[src/rtl/amigaclks_pkg.sv]
// Shared definitions for the Amiga clocking blocks: sequencer state encoding
// and the default timing constants used by vidclk_sequencer.
package amigaclks_pkg;

  typedef enum logic [2:0] {
    ST_RUN       = 3'd0,
    ST_BLANK     = 3'd1,
    ST_DROP      = 3'd2,
    ST_WAIT_LOCK = 3'd3,
    ST_RELEASE   = 3'd4,
    ST_FAULT     = 3'd5
  } vs_state_e;

  localparam int unsigned DEF_SETTLE_CYC   = 64;
  localparam int unsigned DEF_DROP_CYC     = 256;
  localparam int unsigned DEF_LOCK_STABLE  = 1024;
  localparam int unsigned DEF_LOCK_TIMEOUT = 1048576;
  localparam int unsigned DEF_MAX_RETRY    = 3;

  function automatic int unsigned max3(input int unsigned a,
                                       input int unsigned b,
                                       input int unsigned c);
    int unsigned m;
    m = (a > b) ? a : b;
    return (m > c) ? m : c;
  endfunction

endpackage

[src/rtl/sync2.sv]
// Two-flop synchronizer for slow, level-type status signals crossing into
// the local clock domain. Each bit is synchronized independently.
module sync2 #(
  parameter int unsigned WIDTH = 1
) (
  input  logic             clk,
  input  logic             reset,
  input  logic [WIDTH-1:0] d,
  output logic [WIDTH-1:0] q
);

  logic [WIDTH-1:0] meta_q, meta_d;
  logic [WIDTH-1:0] sync_q, sync_d;

  always_comb begin
    meta_d = d;
    sync_d = meta_q;
  end

  // NOTE: sequential state uses non-blocking assignments so every flop samples
  // the pre-edge value of its neighbours, which is what makes this a 2-stage chain.
  always_ff @(posedge clk) begin
    if (reset) begin
      meta_q <= '0;
      sync_q <= '0;
    end else begin
      meta_q <= meta_d;
      sync_q <= sync_d;
    end
  end

  assign q = sync_q;

endmodule

[src/rtl/vidclk_sequencer.sv]
// Sequences TMDS PLL mode switches: blanks the pixel domain, reprograms the
// PLL divider select, and holds video_reset until lock is qualified stable.
module vidclk_sequencer
  import amigaclks_pkg::*;
#(
  parameter int unsigned SETTLE_CYC   = DEF_SETTLE_CYC,
  parameter int unsigned DROP_CYC     = DEF_DROP_CYC,
  parameter int unsigned LOCK_STABLE  = DEF_LOCK_STABLE,
  parameter int unsigned LOCK_TIMEOUT = DEF_LOCK_TIMEOUT,
  parameter int unsigned MAX_RETRY    = DEF_MAX_RETRY
) (
  input  logic clk_28m,
  input  logic reset,
  input  logic vidmode_req,
  input  logic video_locked,
  output logic vidmode,
  output logic video_reset,
  output logic busy,
  output logic fault
);

  // One shared cycle counter covers BLANK, DROP and the WAIT_LOCK timeout,
  // since those never run at the same time.
  localparam int unsigned CNT_MAX = max3(SETTLE_CYC, DROP_CYC, LOCK_TIMEOUT);
  localparam int unsigned CNT_W   = $clog2(CNT_MAX + 1);
  localparam int unsigned STB_W   = $clog2(LOCK_STABLE + 1);
  localparam int unsigned RTY_W   = $clog2(MAX_RETRY + 1);

  localparam logic [CNT_W-1:0] CNT_SAT      = CNT_W'(CNT_MAX);
  localparam logic [CNT_W-1:0] SETTLE_LAST  = CNT_W'(SETTLE_CYC - 1);
  localparam logic [CNT_W-1:0] DROP_LAST    = CNT_W'(DROP_CYC - 1);
  localparam logic [CNT_W-1:0] TIMEOUT_LAST = CNT_W'(LOCK_TIMEOUT - 1);
  localparam logic [STB_W-1:0] STABLE_SAT   = STB_W'(LOCK_STABLE);
  localparam logic [RTY_W-1:0] RETRY_MAX    = RTY_W'(MAX_RETRY);

  logic lock_s;

  sync2 #(.WIDTH(1)) u_lock_sync (
    .clk   (clk_28m),
    .reset (reset),
    .d     (video_locked),
    .q     (lock_s)
  );

  vs_state_e        state_q, state_d;
  logic [CNT_W-1:0] cnt_q, cnt_d;
  logic [STB_W-1:0] stable_q, stable_d;
  logic [RTY_W-1:0] retry_q, retry_d, retry_inc;
  logic             vidmode_q, vidmode_d;
  logic             video_reset_q, video_reset_d;
  logic             busy_q, busy_d;
  logic             fault_q, fault_d;

  // NOTE: every signal written here gets a default first, so no path through
  // the case statement can leave one unassigned and infer a latch.
  always_comb begin
    state_d   = state_q;
    vidmode_d = vidmode_q;
    retry_d   = retry_q;
    stable_d  = '0;
    cnt_d     = (cnt_q == CNT_SAT) ? cnt_q : cnt_q + 1'b1;
    retry_inc = (retry_q == RETRY_MAX) ? retry_q : retry_q + 1'b1;

    unique case (state_q)
      ST_RUN: begin
        if (vidmode_req != vidmode_q) begin
          state_d = ST_BLANK;
        end else if (!lock_s) begin
          state_d = ST_WAIT_LOCK;
        end
      end
      ST_BLANK: begin
        if (cnt_q == SETTLE_LAST) begin
          vidmode_d = vidmode_req;
          state_d   = ST_DROP;
        end
      end
      ST_DROP: begin
        if (!lock_s || cnt_q == DROP_LAST) begin
          state_d = ST_WAIT_LOCK;
        end
      end
      ST_WAIT_LOCK: begin
        if (lock_s) begin
          stable_d = (stable_q == STABLE_SAT) ? stable_q : stable_q + 1'b1;
        end
        // A qualified lock wins over a timeout landing on the same cycle.
        if (stable_d == STABLE_SAT) begin
          state_d = ST_RELEASE;
        end else if (cnt_q == TIMEOUT_LAST) begin
          retry_d = retry_inc;
          state_d = (retry_inc < RETRY_MAX) ? ST_BLANK : ST_FAULT;
        end
      end
      ST_RELEASE: begin
        retry_d = '0;
        state_d = ST_RUN;
      end
      ST_FAULT: begin
        if (vidmode_req != vidmode_q) begin
          retry_d = '0;
          state_d = ST_BLANK;
        end
      end
      default: state_d = ST_WAIT_LOCK;
    endcase

    if (state_d != state_q) begin
      cnt_d    = '0;
      stable_d = '0;
    end

    // Outputs are decoded from the next state so they change on the same
    // edge as the state register, with no input-to-output path.
    video_reset_d = (state_d != ST_RUN);
    busy_d        = (state_d != ST_RUN);
    fault_d       = (state_d == ST_FAULT);
  end

  always_ff @(posedge clk_28m) begin
    if (reset) begin
      state_q       <= ST_WAIT_LOCK;
      vidmode_q     <= 1'b1;
      video_reset_q <= 1'b1;
      busy_q        <= 1'b1;
      fault_q       <= 1'b0;
      cnt_q         <= '0;
      stable_q      <= '0;
      retry_q       <= '0;
    end else begin
      state_q       <= state_d;
      vidmode_q     <= vidmode_d;
      video_reset_q <= video_reset_d;
      busy_q        <= busy_d;
      fault_q       <= fault_d;
      cnt_q         <= cnt_d;
      stable_q      <= stable_d;
      retry_q       <= retry_d;
    end
  end

  assign vidmode     = vidmode_q;
  assign video_reset = video_reset_q;
  assign busy        = busy_q;
  assign fault       = fault_q;

endmodule
[config.mk]
export PLATFORM = sky130hd
export DESIGN_NAME = vidclk_sequencer
export DESIGN_NICKNAME = d
export VERILOG_FILES = /design/src/rtl/amigaclks_pkg.sv /design/src/rtl/sync2.sv /design/src/rtl/vidclk_sequencer.sv
export SDC_FILE = /design/constraint.sdc
export NUM_CORES = 1
export LEC_CHECK = 0
export ABC_AREA = 1
export CORE_UTILIZATION = 55
export DETAILED_ROUTE_END_ITERATION = 16
export PLACE_DENSITY_LB_ADDON = 0.12
export SLEW_MARGIN = 15
export SYNTH_ARGS = -nofsm -noshare
export SYNTH_HDL_FRONTEND = slang
export SYNTH_HIERARCHICAL = 1
export SYNTH_SLANG_ARGS = --single-unit
[constraint.sdc]
create_clock -name clk_28m -period 1.8 [get_ports clk_28m]
set_input_delay 0.27 -clock clk_28m [delete_from_list [all_inputs] [get_ports clk_28m]]
set_output_delay 0.27 -clock clk_28m [all_outputs]
set_load 0.01 [all_outputs]
==> impl_metrics.csv <==
group,metric,value,unit
timing,tightest_slew,0.351,ns
route,wl_per_cell,14.4,um
route,viasPerCell,5.32,
die,dieArea,4950,sq um
worst_setup_path,ff2ff_path_depth,14,
global_route,antenna_found_initial,0,
route,vias,2557,
run,maxCapViolations,0,
yosys,synth_edf_count,0,
yosys,yosys_register_bits,42,
min_path,hold_depth,2,
cells_and_area,drive_above_1_share,42.0,%
timing,finalWorstSetupSlack,-0.313,ns
pwr,power,2210,uW
yosys,synth_adder_area_share,1.95,%
pwr,p_leak,0.00158,uW
clock_tree,clock_latency,0.29,ns
cells_and_area,stdcell_area,3590,sq um
cells_and_area,fillers,270,
yosys,synth.cells.most_frequent,"nand2_1, inv_1, dfxtp_1, nor2_1, nand3_1",
yosys,synth_top_family_by_area,"simple AND/OR/NAND/NOR gates",
status,failed_checks,"negative setup slack",
global_route,track_usage,26.6,%
worst_setup_path,critical_path_required,2.01,ns
yosys,synth_xor_area_share,7.49,%
cells_and_area,regArea,857,sq um
place,globalplace.congestion,0.898,
die,ios,8,
place,pre_cts_ws,-0.271,ns
yosys,synth_top_flop_cell,"dfxtp_1",
clock_tree,tritoncts,"yes",
min_path,min_path_type,"reg -> reg",
die,start_util,58.3,%
timing,post-route-period-util,117,%
clock_tree,cts_sinks,42,
yosys,yosys.area.top_type,"dfxtp_1",
route,wl,6950,um
yosys,synth_compound_area_share,3.02,%
pwr,clkPwrFrac,27.6,%
timing,setup_viol,37,
die,die_w,70.4,um
yosys,ys_types,28,
cells_and_area,antenna_cells,0,
place,dp_cells,469,
die,core,4410,sq um
pwr,peakVddDrop,721,uV
yosys,syn_nets,360,
route,drtIter0Drc,106,
cells_and_area,multi_input_area,1690,sq um
pwr,power.net_switching,705,uW
yosys,yosys_warnings,6,
yosys,synth.avg_cell_area,7.31,sq um
cells_and_area,layout.nets,438,
yosys,synth-seq-area-share,32.7,%
die,rows,24,
pwr,p_sw_share,31.9,%
timing,hold_violations,0,
clock_tree,holdBufCountCts,0,
pwr,p_seq_share,44.7,%
yosys,synth_area_leaders,"dfxtp_1, nor3_2, nand2_1, inv_1, nand3_1",
worst_setup_path,end_kind,"register",
yosys,syn-cell-area,2570,sq um
yosys,post-synth-top-count-cell,"nand2_1",
timing,drv_slew,0,
worst_setup_path,cp_max_fo,7,
pwr,powerDensity,614,nW/um^2
status,status,"finished with violations",
route,first_pass_iters,4,
timing,max_slew_margin,76.4,%
place,dp_hpwl,4240,um
cells_and_area,area_growth,39.7,%
clock_tree,htree_levels,2,
global_route,grt_max_degree,22,
clock_tree,cts-buffers-inserted,5,
timing,fin_crit,2.11,ns
clock_tree,clkTransAtPathRegs,0.08,ns
route,postRouteAntennaNets,0,
pwr,p_comb_share,27.7,%
global_route,gr-total-overflow,0,
place,post_dp_cell_area,3210,sq um
cells_and_area,stdcell_count,481,
clock_tree,cts-root-buf,"clkbuf_8",
die,fp.dieH,70.4,um
yosys,synthMuxAreaShare,0,%
global_route,grt_pass1_wl,10700,um
route,drc_errors,0,
global_route,grt_pass1_vias,2393,
clock_tree,clk_path_buf_depth,2,
timing,rsz0062_at_grt,"true",
pwr,internal_power,1500,uW
timing,max_freq,473,MHz
timing,skew,0.00426,ns
yosys,synth-simple-area-share,44.2,%
worst_setup_path,cp.arrival,2.32,ns
worst_setup_path,crit_type,"reg -> reg",
timing,setup-tns-final,-8.76,ns
yosys,synthCells,352,
yosys,synthArstFlopShare,0,%
worst_setup_path,worst_setup_path_start_kind,"register",
place,port_buffers,7,
yosys,synth_top_area_share,32.7,%
-- worst paths after layout --
path                                 startpoint                       end  slack (ns)
setup / recovery          cnt_q[1]$_SDFFE_PP0P_     cnt_q[0]$_SDFFE_PP0P_       -0.31
hold / removal    u_lock_sync/meta_q$_SDFF_PP0_  u_lock_sync/q$_SDFF_PP0_        0.41
setup reg to reg          cnt_q[1]$_SDFFE_PP0P_     cnt_q[0]$_SDFFE_PP0P_       -0.31
hold reg to reg   u_lock_sync/meta_q$_SDFF_PP0_  u_lock_sync/q$_SDFF_PP0_        0.41
-- final cells by class --
| cell class | count | area share [%] |
|---|---|---|
| clock buffers | 6 | 2.30 |
| inverters | 55 | 5.95 |
| multi-input cells | 248 | 46.9 |
| flip-flops and latches | 42 | 23.9 |
| well taps | 52 | 1.81 |
| repair buffers | 78 | 19.2 |
-- cells in the final DEF, fill, tap and decap left out, types with 5 or more instances in the layout --
cell type	synthesis	routed
a21oi_1	6	5
buf_4	1	63
clkbuf_8	0	6
clkdlybuf4s50_1	0	7
dfxtp_1	42	33
dfxtp_2	0	7
inv_1	50	46
inv_2	5	6
nand2_1	58	52
nand2_2	7	12
nand3_1	35	25
nand3_2	5	11
nand4_1	8	8
nor2_1	42	36
nor2_2	14	16
nor2_4	2	6
nor3_1	7	5
nor3_2	24	22
nor3_4	1	5
xor2_1	18	18
-- state kept, by name, indices dropped and copies added (netlist names) --
register and flops:
fault 1, busy 1, cnt_q 21, u_lock_sync/meta_q 1, stable_q 11, vidmode 1
u_lock_sync/q 1, retry_q 2, state_q 3
-- critical path, cell delays in order, from the launching register on --
cell	delay (ns)
dfxtp_2	0.36
ha_4	0.15
nand2_4	0.07
nor2_4	0.12
nand4_4	0.12
nor2_4	0.13
nand3_2	0.09
nand2_1	0.11
nand2_1	0.08
a21oi_2	0.18
nand2_2	0.09
nand2_2	0.08
nand3_4	0.15
buf_12	0.20
nor3_4	0.11
-- what timing repair did --
action,4_1_cts,5_1_grt
endpoints found under the setup margin,37,39
pin swaps,16,9
gates resized for setup,34,28
buffers inserted,3,3
gates cloned,1,0
-- cell families (layout without fill, tap and decap cells) --
logic type                 after synthesis  in the layout
DFF                                     42             42
adders and majority gates                4              4
buffers and inverters                   62            139
AOI/OAI and AO/OA                       14             14
and+or+nand+nor                        208            208
xor gates and xnor gates                22             22
-- power groups by stage --
stage | clock [uW] | combinational (uW) | sequential (uW)
final | 609 | 611 | 988
after global routing | 646 | 650 | 991
after CTS | 607 | 510 | 984
after detailed placement | 0 | 452 | 999
after global placement | 0 | 443 | 997
after floorplan | 0 | 305 | 997
-- per-layer routing --
metal	vias to the layer above	share of wire, %	track usage, %
li1	1272	-	-
met1	1187	43	33.9
met2	74	49	44.8
met3	24	5.8	5.77
met4	0	2.7	8.00
met5	-	0	0
-- stage by stage --
step           hold slack (ns)  util [%]
2_1_floorplan            0.341         -
3_3_place_gp             0.393      72.6
3_5_place_dp             0.401      72.6
4_1_cts                  0.404      78.5
5_1_grt                  0.431      81.4
6_report                 0.409      81.4
Power figures use the tool's default switching activity.
